## src/rtl/tracker_pkg.sv

```systemverilog
// Shared frame geometry, FSM state encoding and RGB565 field layout for the colour tracker.
package tracker_pkg;

  // Native sensor frame size.
  localparam int FRAME_W = 320;
  localparam int FRAME_H = 240;

  // Coordinate and match-count widths.
  localparam int COORD_W = 10;
  localparam int COUNT_W = 17;

  // Accumulator clear value for the running minimum; any real coordinate is below it.
  localparam logic [COORD_W-1:0] MIN_CLEAR = 10'd511;

  // RGB565 field positions (LSB and width of each channel).
  localparam int R_LO = 11;
  localparam int R_W  = 5;
  localparam int G_LO = 5;
  localparam int G_W  = 6;
  localparam int B_LO = 0;
  localparam int B_W  = 5;

  // Tracker frame-level state.
  typedef enum logic [1:0] {
    IDLE   = 2'd0,
    ACCUM  = 2'd1,
    COMMIT = 2'd2
  } state_e;

endpackage

```

## src/rtl/pixel_classifier.sv

```systemverilog
// Combinational colour-threshold test on one RGB565 pixel.
module pixel_classifier
  import tracker_pkg::*;
#(
  parameter int R_MIN = 20,
  parameter int G_MAX = 24,
  parameter int B_MAX = 12
) (
  input  logic [15:0] pix_i,
  output logic        match_o
);

  localparam logic [R_W-1:0] R_MIN_L = R_W'(R_MIN);
  localparam logic [G_W-1:0] G_MAX_L = G_W'(G_MAX);
  localparam logic [B_W-1:0] B_MAX_L = B_W'(B_MAX);

  logic [R_W-1:0] red;
  logic [G_W-1:0] green;
  logic [B_W-1:0] blue;

  assign red     = pix_i[R_LO +: R_W];
  assign green   = pix_i[G_LO +: G_W];
  assign blue    = pix_i[B_LO +: B_W];

  // Strongly red, weakly green and blue.
  assign match_o = (red >= R_MIN_L) && (green <= G_MAX_L) && (blue <= B_MAX_L);

endmodule

```

## src/rtl/color_tracker_core.sv

```systemverilog
// Single-colour object tracker: accumulates the bounding box of matching pixels over
// one raster frame and publishes centre and half-extent once the frame completes.
module color_tracker_core
  import tracker_pkg::*;
#(
  parameter int R_MIN        = 20,
  parameter int G_MAX        = 24,
  parameter int B_MAX        = 12,
  parameter int MIN_PIXELS   = 16,
  parameter int FRAME_WIDTH  = FRAME_W,
  parameter int FRAME_HEIGHT = FRAME_H
) (
  input  logic               cam_clk,
  input  logic               rst_n,
  input  logic               frame_start,
  input  logic               pix_valid,
  input  logic [15:0]        pix_data,
  output logic [COORD_W-1:0] track_x,
  output logic [COORD_W-1:0] track_y,
  output logic [COORD_W-1:0] box_half_w,
  output logic [COORD_W-1:0] box_half_h,
  output logic               track_valid,
  output logic               frame_done
);

  localparam logic [COORD_W-1:0] X_LAST    = COORD_W'(FRAME_WIDTH - 1);
  localparam logic [COORD_W-1:0] Y_LAST    = COORD_W'(FRAME_HEIGHT - 1);
  localparam logic [COUNT_W-1:0] COUNT_MIN = COUNT_W'(MIN_PIXELS);

  state_e               state_q, state_d;
  logic [COORD_W-1:0]   x_q, x_d, y_q, y_d;
  logic [COORD_W-1:0]   min_x_q, min_x_d, max_x_q, max_x_d;
  logic [COORD_W-1:0]   min_y_q, min_y_d, max_y_q, max_y_d;
  logic [COUNT_W-1:0]   count_q, count_d;

  logic [COORD_W-1:0]   track_x_q, track_x_d, track_y_q, track_y_d;
  logic [COORD_W-1:0]   half_w_q, half_w_d, half_h_q, half_h_d;
  logic                 track_valid_q, track_valid_d;
  logic                 frame_done_q, frame_done_d;

  logic                 pix_match;
  logic                 accept;
  logic                 enough;
  logic [COORD_W:0]     sum_x, sum_y, span_x, span_y;

  pixel_classifier #(
    .R_MIN (R_MIN),
    .G_MAX (G_MAX),
    .B_MAX (B_MAX)
  ) u_classifier (
    .pix_i   (pix_data),
    .match_o (pix_match)
  );

  // A pixel counts when we are mid-frame, or when it arrives with the frame_start that opens a frame.
  assign accept = pix_valid && (frame_start || (state_q == ACCUM));

  // One extra bit so the centre sum of two 10-bit coordinates cannot overflow.
  assign sum_x  = {1'b0, min_x_q} + {1'b0, max_x_q};
  assign sum_y  = {1'b0, min_y_q} + {1'b0, max_y_q};
  assign span_x = {1'b0, max_x_q} - {1'b0, min_x_q};
  assign span_y = {1'b0, max_y_q} - {1'b0, min_y_q};
  assign enough = (count_q >= COUNT_MIN);

  // Next-state logic: frame_start restarts everything, then the current pixel (if any) is folded in.
  always_comb begin
    // NOTE: every variable gets a default first so no path leaves it unassigned (no latch); later
    // statements deliberately read the blocking updates made above them.
    state_d = state_q;
    x_d     = x_q;
    y_d     = y_q;
    min_x_d = min_x_q;
    max_x_d = max_x_q;
    min_y_d = min_y_q;
    max_y_d = max_y_q;
    count_d = count_q;

    if (frame_start) begin
      state_d = ACCUM;
      x_d     = '0;
      y_d     = '0;
      min_x_d = MIN_CLEAR;
      max_x_d = '0;
      min_y_d = MIN_CLEAR;
      max_y_d = '0;
      count_d = '0;
    end else if (state_q == COMMIT) begin
      state_d = IDLE;
    end

    if (accept) begin
      if (pix_match) begin
        if (x_d < min_x_d) min_x_d = x_d;
        if (x_d > max_x_d) max_x_d = x_d;
        if (y_d < min_y_d) min_y_d = y_d;
        if (y_d > max_y_d) max_y_d = y_d;
        if (count_d != '1) count_d = count_d + 1'b1;
      end
      if (x_d == X_LAST) begin
        if (y_d == Y_LAST) state_d = COMMIT;
        x_d = '0;
        y_d = y_d + 1'b1;
      end else begin
        x_d = x_d + 1'b1;
      end
    end
  end

  // Publish results during the single COMMIT cycle; geometry holds when the detection is too small.
  always_comb begin
    track_x_d     = track_x_q;
    track_y_d     = track_y_q;
    half_w_d      = half_w_q;
    half_h_d      = half_h_q;
    track_valid_d = track_valid_q;
    frame_done_d  = 1'b0;
    if (state_q == COMMIT) begin
      frame_done_d  = 1'b1;
      track_valid_d = enough;
      if (enough) begin
        track_x_d = COORD_W'(sum_x >> 1);
        track_y_d = COORD_W'(sum_y >> 1);
        half_w_d  = COORD_W'(span_x >> 1);
        half_h_d  = COORD_W'(span_y >> 1);
      end
    end
  end

  // Frame scan state and accumulators.
  always_ff @(posedge cam_clk or negedge rst_n) begin
    // NOTE: sequential state uses non-blocking assignment so every register samples pre-edge values.
    if (!rst_n) begin
      state_q <= IDLE;
      x_q     <= '0;
      y_q     <= '0;
      min_x_q <= MIN_CLEAR;
      max_x_q <= '0;
      min_y_q <= MIN_CLEAR;
      max_y_q <= '0;
      count_q <= '0;
    end else begin
      state_q <= state_d;
      x_q     <= x_d;
      y_q     <= y_d;
      min_x_q <= min_x_d;
      max_x_q <= max_x_d;
      min_y_q <= min_y_d;
      max_y_q <= max_y_d;
      count_q <= count_d;
    end
  end

  // Output registers, cleared asynchronously by reset.
  always_ff @(posedge cam_clk or negedge rst_n) begin
    if (!rst_n) begin
      track_x_q     <= '0;
      track_y_q     <= '0;
      half_w_q      <= '0;
      half_h_q      <= '0;
      track_valid_q <= 1'b0;
      frame_done_q  <= 1'b0;
    end else begin
      track_x_q     <= track_x_d;
      track_y_q     <= track_y_d;
      half_w_q      <= half_w_d;
      half_h_q      <= half_h_d;
      track_valid_q <= track_valid_d;
      frame_done_q  <= frame_done_d;
    end
  end

  assign track_x     = track_x_q;
  assign track_y     = track_y_q;
  assign box_half_w  = half_w_q;
  assign box_half_h  = half_h_q;
  assign track_valid = track_valid_q;
  assign frame_done  = frame_done_q;

endmodule

```

## config.mk

```make
export PLATFORM = sky130hd
export DESIGN_NAME = color_tracker_core
export DESIGN_NICKNAME = d
export VERILOG_FILES = /design/src/rtl/tracker_pkg.sv /design/src/rtl/pixel_classifier.sv /design/src/rtl/color_tracker_core.sv
export SDC_FILE = /design/constraint.sdc
export NUM_CORES = 1
export LEC_CHECK = 0
export ABC_AREA = 1
export BUFFER_PORTS_ARGS = -buffer_cell sky130_fd_sc_hd__buf_2
export CAP_MARGIN = 20
export CORE_UTILIZATION = 45
export DETAILED_ROUTE_END_ITERATION = 7
export PLACE_DENSITY = 0.62
export SYNTH_ARGS = -nofsm -noshare
export SYNTH_HDL_FRONTEND = slang
export SYNTH_SLANG_ARGS = --single-unit
```

## constraint.sdc

```tcl
create_clock -name cam_clk -period 5.7 [get_ports cam_clk]
set_input_delay 0.285 -clock cam_clk [delete_from_list [all_inputs] [get_ports cam_clk]]
set_output_delay 0.285 -clock cam_clk [all_outputs]
set_load 0.02 [all_outputs]
```

==> results.yml, run 1 <==
outcome:
  run_status: "finished, violations left"
  violations: "hold timing"
synth:
  synth_top_cell_area_share_pct: 29.1
  syn_inst: 1181
  yosys_register_bits: 121
  synth.most_common_cell: "nand2_1"
  async_flop_share_pct: 100
  syn_nets: 1274
  ys_types: 49
  synth_top_area_cell: "dfrtp_1"
  yosysSeqAreaShare_pct: 34.4
  synth_area_leaders: "dfrtp_1, nand2_1, ha_1, inv_1, dfstp_2"
  post_synth.cell_area_avg_sq_um: 7.50
  synth_edf_count: 0
  synth_common_cells: "nand2_1, inv_1, dfrtp_1, nor2_1, nand3_1"
  synthFlopType: "dfrtp_1"
  synth_area_sq_um: 8860
  yosysWarnings: 0
routing:
  via_per_inst: 5.03
  drtIter0Drc: 343
  routed_wl_mm: 20.6
  routedWlPerCell_um: 13.7
  ant_nets: 0
  drt-pass1-iter-count: 5
  vias: 7550
  drc_errors: 0
clock_network:
  clock_sinks: 121
  postCtsResizedCells: 0
  cts-buffers-inserted: 17
  cts_setup_buffers: 0
  cts_root_buf: "clkbuf_16"
  cts_tree: "done"
  clk_latency_ns: 0.42
  path_clk_slew_ns: 0.06
  h-tree-depth: 4
  clk_path_buf_depth: 2
  cts_hold_buffers: 0
critical_path:
  cp.arrival_ns: 3.18
  r2r-start: "count_q[6]"
  crit_path_start: "count_q[6]"
  worst-path-max-fanout: 61
  critPathRequiredTime_ns: 6.00
  cp-start-kind: "flop"
  cp_cell_sequence: "inv_1 > nand4_1 > nor3_1 > nand3_1 > nand2_2 > inv_1 > nand3_1 > nand2_1"
  r2r_setup_slack_ns: 2.82
  timing.rr.end: "track_y[8]"
  crit_slowest_cell: "nand2_2"
  path_class: "flop to flop"
  slowest_delay_ns: 0.78
  cp-end-kind: "flop"
  r2r_cells: 8
  crit_path_end: "track_y[8]"
floorplanning:
  die_h_um: 142
  dieArea_sq_um: 20200
  die_w_um: 142
  core_area_sq_um: 19000
  initial_core_util_pct: 46.6
  rows: 50
  num_io_pins: 62
min_path:
  holdCritPathClass: "input pin to asynchronous set/reset pin"
timing:
  fin_crit_sh_pct: 50.5
  rsz0062_at_grt: "false"
  whs_ns: -0.0214
  fmax_ghz: 0.347
  final_hold_viol_count: 43
  maxSlewHeadroom_pct: 33.9
  tns_ns: 0
  worstMarginPinSlew_ns: 0.988
  fin_skew_ns: 0.00839
  setup_viol: 0
  report.final.slew_viol_count: 0
  min_period_ns: 2.88
  fin_ws_ns: 2.82
finish:
  fin_area_sq_um: 9920
  layout-drive-gt1-share_pct: 15.0
  insertedDiodeCount: 0
  areaGrowthSynthToFinish_pct: 12.0
  n_fill_cell: 1919
  nNetsFinal: 1322
global_route:
  grt_pass1_wl_mm: 34.6
  grt.overflow.total: 0
  grt_max_degree: 63
  antenna_found_initial: 0
  grt_pass1_vias: 7174
  grt_usage_pct: 21.5
place:
  io_buffers: 59
  dp_hpwl_mm: 15.0
  gp_congestion: 0.902
  dpl_cell_area_sq_um: 9290
  pre_cts_slack_ns: 2.40
pwr:
  p_leak_nw: 5.31
  power_density_nw_per_um2: 216
  power_w: 0.00214
  vdd_ir_drop_max_mv: 0.199
flow_run:
  maxCapViolCount: 0
==> layer usage <==
metal / up-vias / track usage, % / part of all wire, %
met3: 18 / 3.47 / 3.6
met1: 3481 / 29.1 / 50
met2: 165 / 35.3 / 45
met4: 0 / 6.40 / 1.3
li1: 3886 / - / -
met5: - / 0 / 0
==> placed cells by master (no fill, tap or decap), drive strengths merged <==
| cell type | netlist | routed |
|---|---|---|
| nand2 | 337 | 337 |
| inv | 164 | 165 |
| nor2 | 121 | 121 |
| dfrtp | 103 | 103 |
| nand3 | 95 | 95 |
| ha | 69 | 69 |
| o21ai | 63 | 63 |
| buf | 19 | 62 |
| a21oi | 42 | 42 |
| xor2 | 27 | 27 |
| nand4 | 21 | 21 |
| nor3 | 21 | 21 |
| clkbuf | 14 | 20 |
| dfstp | 18 | 18 |
| o21bai | 16 | 16 |
| a31oi | 11 | 11 |
| xnor2 | 7 | 7 |
| o211ai | 7 | 7 |
| nand3b | 4 | 4 |
| fa | 4 | 4 |
| bufinv | 0 | 4 |
| or2 | 4 | 4 |
| clkinv | 1 | 4 |
| nor4 | 3 | 3 |
| a211oi | 3 | 3 |
| clkinvlp | 0 | 3 |
| a221oi | 2 | 2 |
| o31ai | 2 | 2 |
| o21a | 1 | 1 |
| and3 | 1 | 1 |
| a21o | 1 | 1 |
==> kinds of logic (layout without fill, tap and decap cells) <==
family / Yosys count / count (layout) / share of synthesized area (%)
simple gates: 607 / 607 / 32.5
buf+inv: 198 / 258 / 9.46
compound gates: 148 / 148 / 9.58
flops: 121 / 121 / 34.4
fa+ha+maj: 73 / 73 / 10.7
xor+xnor: 34 / 34 / 3.36
==> power by group <==
group / leakage, nW / total, W / switching, W / internal [W]
Clock: 0.298 / 0.00115 / 0.000397 / 0.000752
Combinational: 3.39 / 0.000117 / 0.0000876 / 0.0000297
Sequential: 1.62 / 0.000878 / 0.00000711 / 0.000871
==> state kept, by name, summed over array words and instances, names as in the netlist <==
| name | count |
|---|---|
| box_half_h | 10 |
| box_half_w | 10 |
| count_q | 17 |
| frame_done | 1 |
| max_x_q | 10 |
| max_y_q | 10 |
| min_x_q | 10 |
| min_y_q | 10 |
| state_q | 2 |
| track_valid | 1 |
| track_x | 10 |
| track_y | 10 |
| x_q | 10 |
| y_q | 10 |
==> worst max-delay path, delay by kind of cell (launching register included) <==
| kind | cells | cell delay (ns) |
|---|---|---|
| flip-flops | 1 | 0.40 |
| buffers and inverters | 2 | 0.74 |
| AND/OR/NAND/NOR | 6 | 1.60 |
==> how the worst min path moves through the flow <==
stage | startpoint | end | slack (ns) | cells past startpoint
6_report | rst_n | y_q[7] | -0.02 | 1
5_1_grt | rst_n | count_q[13] | 0.05 | 1
4_1_cts | rst_n | count_q[12] | 0.0006 | 1
3_5_place_dp | rst_n | count_q[12] | 0.45 | 1
3_3_place_gp | rst_n | y_q[7] | 0.44 | 1
2_1_floorplan | rst_n | box_half_h[0] | -0.01 | 0
==> stage by stage <==
step / utilization (%) / instances
after detailed placement: 48.9 / 1470
after CTS: 52.2 / 1501
after global routing: 52.2 / 1501
final: 52.2 / 1501
after floorplan: - / 1181
after global placement: 48.9 / 1470
==> layout make-up <==
class	instances	area, sq um	area share, %
clock buffer	20	457	4.60
clock inverter	11	170	1.72
inverter	165	624	6.29
multi-input combinational	862	4970	50.1
sequential	121	3050	30.8
tap	260	325	3.28
timing repair buffer	62	320	3.23
Power figures use the tool's default switching activity.
==> run 2, diff against run 1 <==
- clock period: 5.7 -> 2.9 ns (I/O delays scaled with it)
==> results.yml, run 2 (synthesis gave the netlist of run 1 again) <==
floorplanning:
  rows: 50
  dieArea_sq_um: 20200
  initial_core_util_pct: 46.6
  core_area_sq_um: 19000
  die_w_um: 142
  die_h_um: 142
  num_io_pins: 62
clock_network:
  h-tree-depth: 4
  clk_latency_ns: 0.42
  cts_tree: "done"
  cts_root_buf: "clkbuf_16"
  cts-buffers-inserted: 17
  clk_path_buf_depth: 2
  clock_sinks: 121
  cts_setup_buffers: 0
  path_clk_slew_ns: 0.06
  postCtsResizedCells: 0
flow_run:
  maxCapViolCount: 0
pwr:
  p_leak_nw: 5.37
  vdd_ir_drop_max_mv: 0.433
  power_w: 0.00415
  power_density_nw_per_um2: 413
place:
  dpl_cell_area_sq_um: 9430
  gp_congestion: 0.916
  dp_hpwl_mm: 15.3
  io_buffers: 59
  pre_cts_slack_ns: 0.428
timing:
  rsz0062_at_grt: "false"
  min_period_ns: 2.30
  setup_viol: 0
  fmax_ghz: 0.435
  final_hold_viol_count: 0
  maxSlewHeadroom_pct: 54.2
  report.final.slew_viol_count: 0
  worstMarginPinSlew_ns: 0.687
  tns_ns: 0
  fin_crit_sh_pct: 79.3
  fin_skew_ns: 0.00857
  fin_ws_ns: 0.600
finish:
  final_cell_mix: "nand2_1, inv_1, nor2_1, dfrtp_1, nand3_1"
  multiInputGateArea_sq_um: 4970
  n_fill_cell: 1895
  layout_commonest_cell: "nand2_1"
  regMostFlops: "count_q"
  layout-drive-gt1-share_pct: 15.9
  areaGrowthSynthToFinish_pct: 13.4
  largest_reg_flops: 17
  seq_area_sq_um: 3050
  fin_area_sq_um: 10000
  nNetsFinal: 1336
  post-route-util_pct: 52.8
  insertedDiodeCount: 0
critical_path:
  slowest_delay_ns: 0.41
  cp_cell_sequence: "inv_1 > nand4_1 > nor3_1 > nand3_1 > nand2_2 > inv_1 > nor2_1 > a31oi_1"
  cp-start-kind: "flop"
  worst-path-max-fanout: 23
  cp-end-kind: "flop"
  cpMostUsedCell: "inv_1"
  crit_slowest_cell: "inv_1"
  path_class: "flop to flop"
  path_delay_family: "simple AND/OR/NAND/NOR gates"
  crit_buf_inv: 2
  critPathRequiredTime_ns: 3.17
  cp.arrival_ns: 2.57
routing:
  vias: 7544
  via_per_inst: 4.98
  drc_errors: 0
  ant_nets: 0
  drt-pass1-iter-count: 5
  routed_wl_mm: 20.5
  routedWlPerCell_um: 13.5
  drtIter0Drc: 347
global_route:
  antenna_found_initial: 0
  grt_pass1_wl_mm: 34.6
  grt_usage_pct: 21.6
  grt_pass1_vias: 7162
  grt.overflow.total: 0
  grt_max_degree: 122
min_path:
  holdCritPathClass: "input pin to flop"
outcome:
  run_status: "complete, no violations"
run 2: routing by layer:
metal	GRT usage (%)	vias to the layer above	part of all wire, %
met3	3.23	25	3.4
met5	0	-	0
met2	35.1	154	46
li1	-	3942	-
met4	6.68	0	1.6
met1	29.6	3423	49
run 2: worst paths after layout:
kind                              endpoint  slack [ns]         from  cells past startpoint
worst max-delay path            track_y[6]        0.60   count_q[6]                      8
worst min-delay path            count_q[0]        0.26  frame_start                      4
worst max register to register  track_y[6]        0.60   count_q[6]                      8
worst min register to register  track_y[8]        0.48   track_y[8]                      2
max in group asynchronous       track_y[3]        2.04        rst_n                      3
min in group asynchronous           y_q[7]        0.34        rst_n                      3
run 2: report_power, final:
part / switching [W] / internal, W
Clock: 0.000793 / 0.00139
Combinational: 0.000171 / 0.0000686
Sequential: 0.0000133 / 0.00171
run 2: worst register-to-register path: stages (launching register included):
cell and delay (ns):
dfrtp_1 0.40, inv_1 0.11, nand4_1 0.10, nor3_1 0.24, nand3_1 0.24, nand2_2 0.39
inv_1 0.42, nor2_1 0.20, a31oi_1 0.06
run 2: cell type report:
cell class,instances,share of cell area (%)
clock inverter,11,1.47
multi-input combinational,862,49.5
timing repair buffer,76,4.64
sequential,121,30.4
inverter,165,6.22
clock buffer,20,4.55
tap,260,3.24
run 2: through the flow:
step / hold WS (ns) / std cells
6_report: 0.264 / 1515
5_1_grt: 0.292 / 1515
4_1_cts: 0.255 / 1515
3_5_place_dp: 0.306 / 1483
3_3_place_gp: 0.309 / 1483
2_1_floorplan: -0.151 / 1181
run 2: what timing repair did:
item | in CTS | in global routing
setup endpoints to repair | 0 | 0
hold endpoints to repair | 103 | 0
hold buffers | 1 | 0
==> run 3, diff against run 2 <==
- clock period: 2.9 -> 2.4 ns (I/O delays scaled with it)
==> results.yml, run 3 (synthesis gave the netlist of run 1 again) <==
timing:
  fin_crit_sh_pct: 94.9
  setup_viol: 0
  fin_skew_ns: 0.0101
  report.final.slew_viol_count: 0
  tns_ns: 0
  worstMarginPinSlew_ns: 0.699
  maxSlewHeadroom_pct: 53.3
  min_period_ns: 2.28
  final_hold_viol_count: 0
  fin_ws_ns: 0.123
  rsz0062_at_grt: "false"
  fmax_ghz: 0.439
floorplanning:
  core_area_sq_um: 19000
  dieArea_sq_um: 20200
  initial_core_util_pct: 46.6
  rows: 50
  num_io_pins: 62
  die_w_um: 142
  die_h_um: 142
clock_network:
  cts-buffers-inserted: 17
  clock_sinks: 121
  cts_root_buf: "clkbuf_16"
  clk_latency_ns: 0.42
  h-tree-depth: 4
  path_clk_slew_ns: 0.06
  clk_path_buf_depth: 2
  cts_tree: "done"
critical_path:
  cp-start-kind: "flop"
  worst-path-max-fanout: 5
  cp-end-kind: "flop"
  cp_cell_sequence: "inv_1 > ha_1 > inv_1 > a21oi_1 > o21ai_0 > a21oi_1 > buf_4 > xor2_1 > o21ai_0"
  slowest_delay_ns: 0.56
  cp.arrival_ns: 2.57
  critPathRequiredTime_ns: 2.69
  path_class: "flop to flop"
  crit_slowest_cell: "dfstp_2"
global_route:
  grt_pass1_wl_mm: 35.2
  antenna_found_initial: 0
  grt_pass1_vias: 7274
  grt.overflow.total: 0
  grt_usage_pct: 21.9
  grt_max_degree: 60
pwr:
  power_density_nw_per_um2: 478
  p_leak_nw: 5.42
  vdd_ir_drop_max_mv: 0.537
  power_w: 0.00484
outcome:
  run_status: "complete, no violations"
routing:
  ant_nets: 0
  via_per_inst: 5.02
  drc_errors: 0
  drt-pass1-iter-count: 5
  vias: 7673
  routed_wl_mm: 20.6
  routedWlPerCell_um: 13.5
  drtIter0Drc: 332
finish:
  insertedDiodeCount: 0
  regMostFlops: "count_q"
  layout-drive-gt1-share_pct: 16.9
  n_fill_cell: 1901
  layout_commonest_cell: "nand2_1"
  post-route-util_pct: 53.2
  nNetsFinal: 1349
  final_cell_mix: "nand2_1, inv_1, nor2_1, dfrtp_1, nand3_1"
  areaGrowthSynthToFinish_pct: 14.2
  seq_area_sq_um: 3050
  multiInputGateArea_sq_um: 4970
  largest_reg_flops: 17
place:
  pre_cts_slack_ns: 0.159
  gp_congestion: 0.914
  io_buffers: 59
  dp_hpwl_mm: 15.7
flow_run:
  maxCapViolCount: 0
min_path:
  holdCritPathClass: "input pin to asynchronous set/reset pin"
==> run 3: cell count changes in the layout (fill, tap and decap cells not counted), sizes merged <==
cell	change
clkinv	+3
buf	+13
clkinvlp	+1
bufinv	-2
inv	+1
clkbuf	-2
==> run 3: stage by stage <==
step / area [sq um] / hold WS (ns) / cells
after global placement: 9530 / 0.0874 / 1495
after global routing: 10100 / 0.194 / 1529
after CTS: 10100 / 0.182 / 1528
after floorplan: 8860 / -0.176 / 1181
after detailed placement: 9530 / 0.0964 / 1495
final: 10100 / 0.182 / 1529
==> run 3: metal layers <==
metal | share of wire (%) | track usage (%)
met1 | 49 | 29.6
met2 | 45 | 35.4
met3 | 4.0 | 3.63
met4 | 2.1 | 7.19
met5 | 0 | 0
==> run 3: repair_timing <==
item | in CTS | in global routing
hold buffers | 1 | 0
setup buffers | 0 | 1
setup endpoints to repair | 0 | 3
endpoints found under the hold margin | 27 | 0
resized for setup | 0 | 3
==> run 3: power breakdown <==
group	internal [W]	switching, W
Sequential	0.00207	0.0000161
Combinational	0.0000889	0.000211
Clock	0.00145	0.00100
Total	0.00361	0.00123
==> run 3: critical path: cells and delay by family (launching register included) <==
kind	cells	cell delay, ns
buf+inv	3	0.35
compound gates	4	0.70
flops	1	0.56
xor+xnor	1	0.15
fa+ha+maj	1	0.39
==> run 3: worst paths after layout <==
path	startpoint	to	slack, ns	cells after the start
worst max-delay path	min_x_q[3]	track_x[5]	0.12	9
worst min-delay path	rst_n	y_q[9]	0.18	2
worst max register to register	min_x_q[3]	track_x[5]	0.12	9
worst min register to register	box_half_w[3]	box_half_w[3]	0.47	2
max in group asynchronous	rst_n	min_y_q[6]	1.41	3
min in group cam_clk	frame_start	y_q[8]	0.19	4
==> run 3: cell type report <==
cell class / count / area share (%)
flip-flops and latches: 121 / 30.2
well taps: 260 / 3.22
inverters: 165 / 6.17
repair buffers: 89 / 5.69
clock inverters: 14 / 1.25
clock buffers: 18 / 4.34
multi-input cells: 862 / 49.2
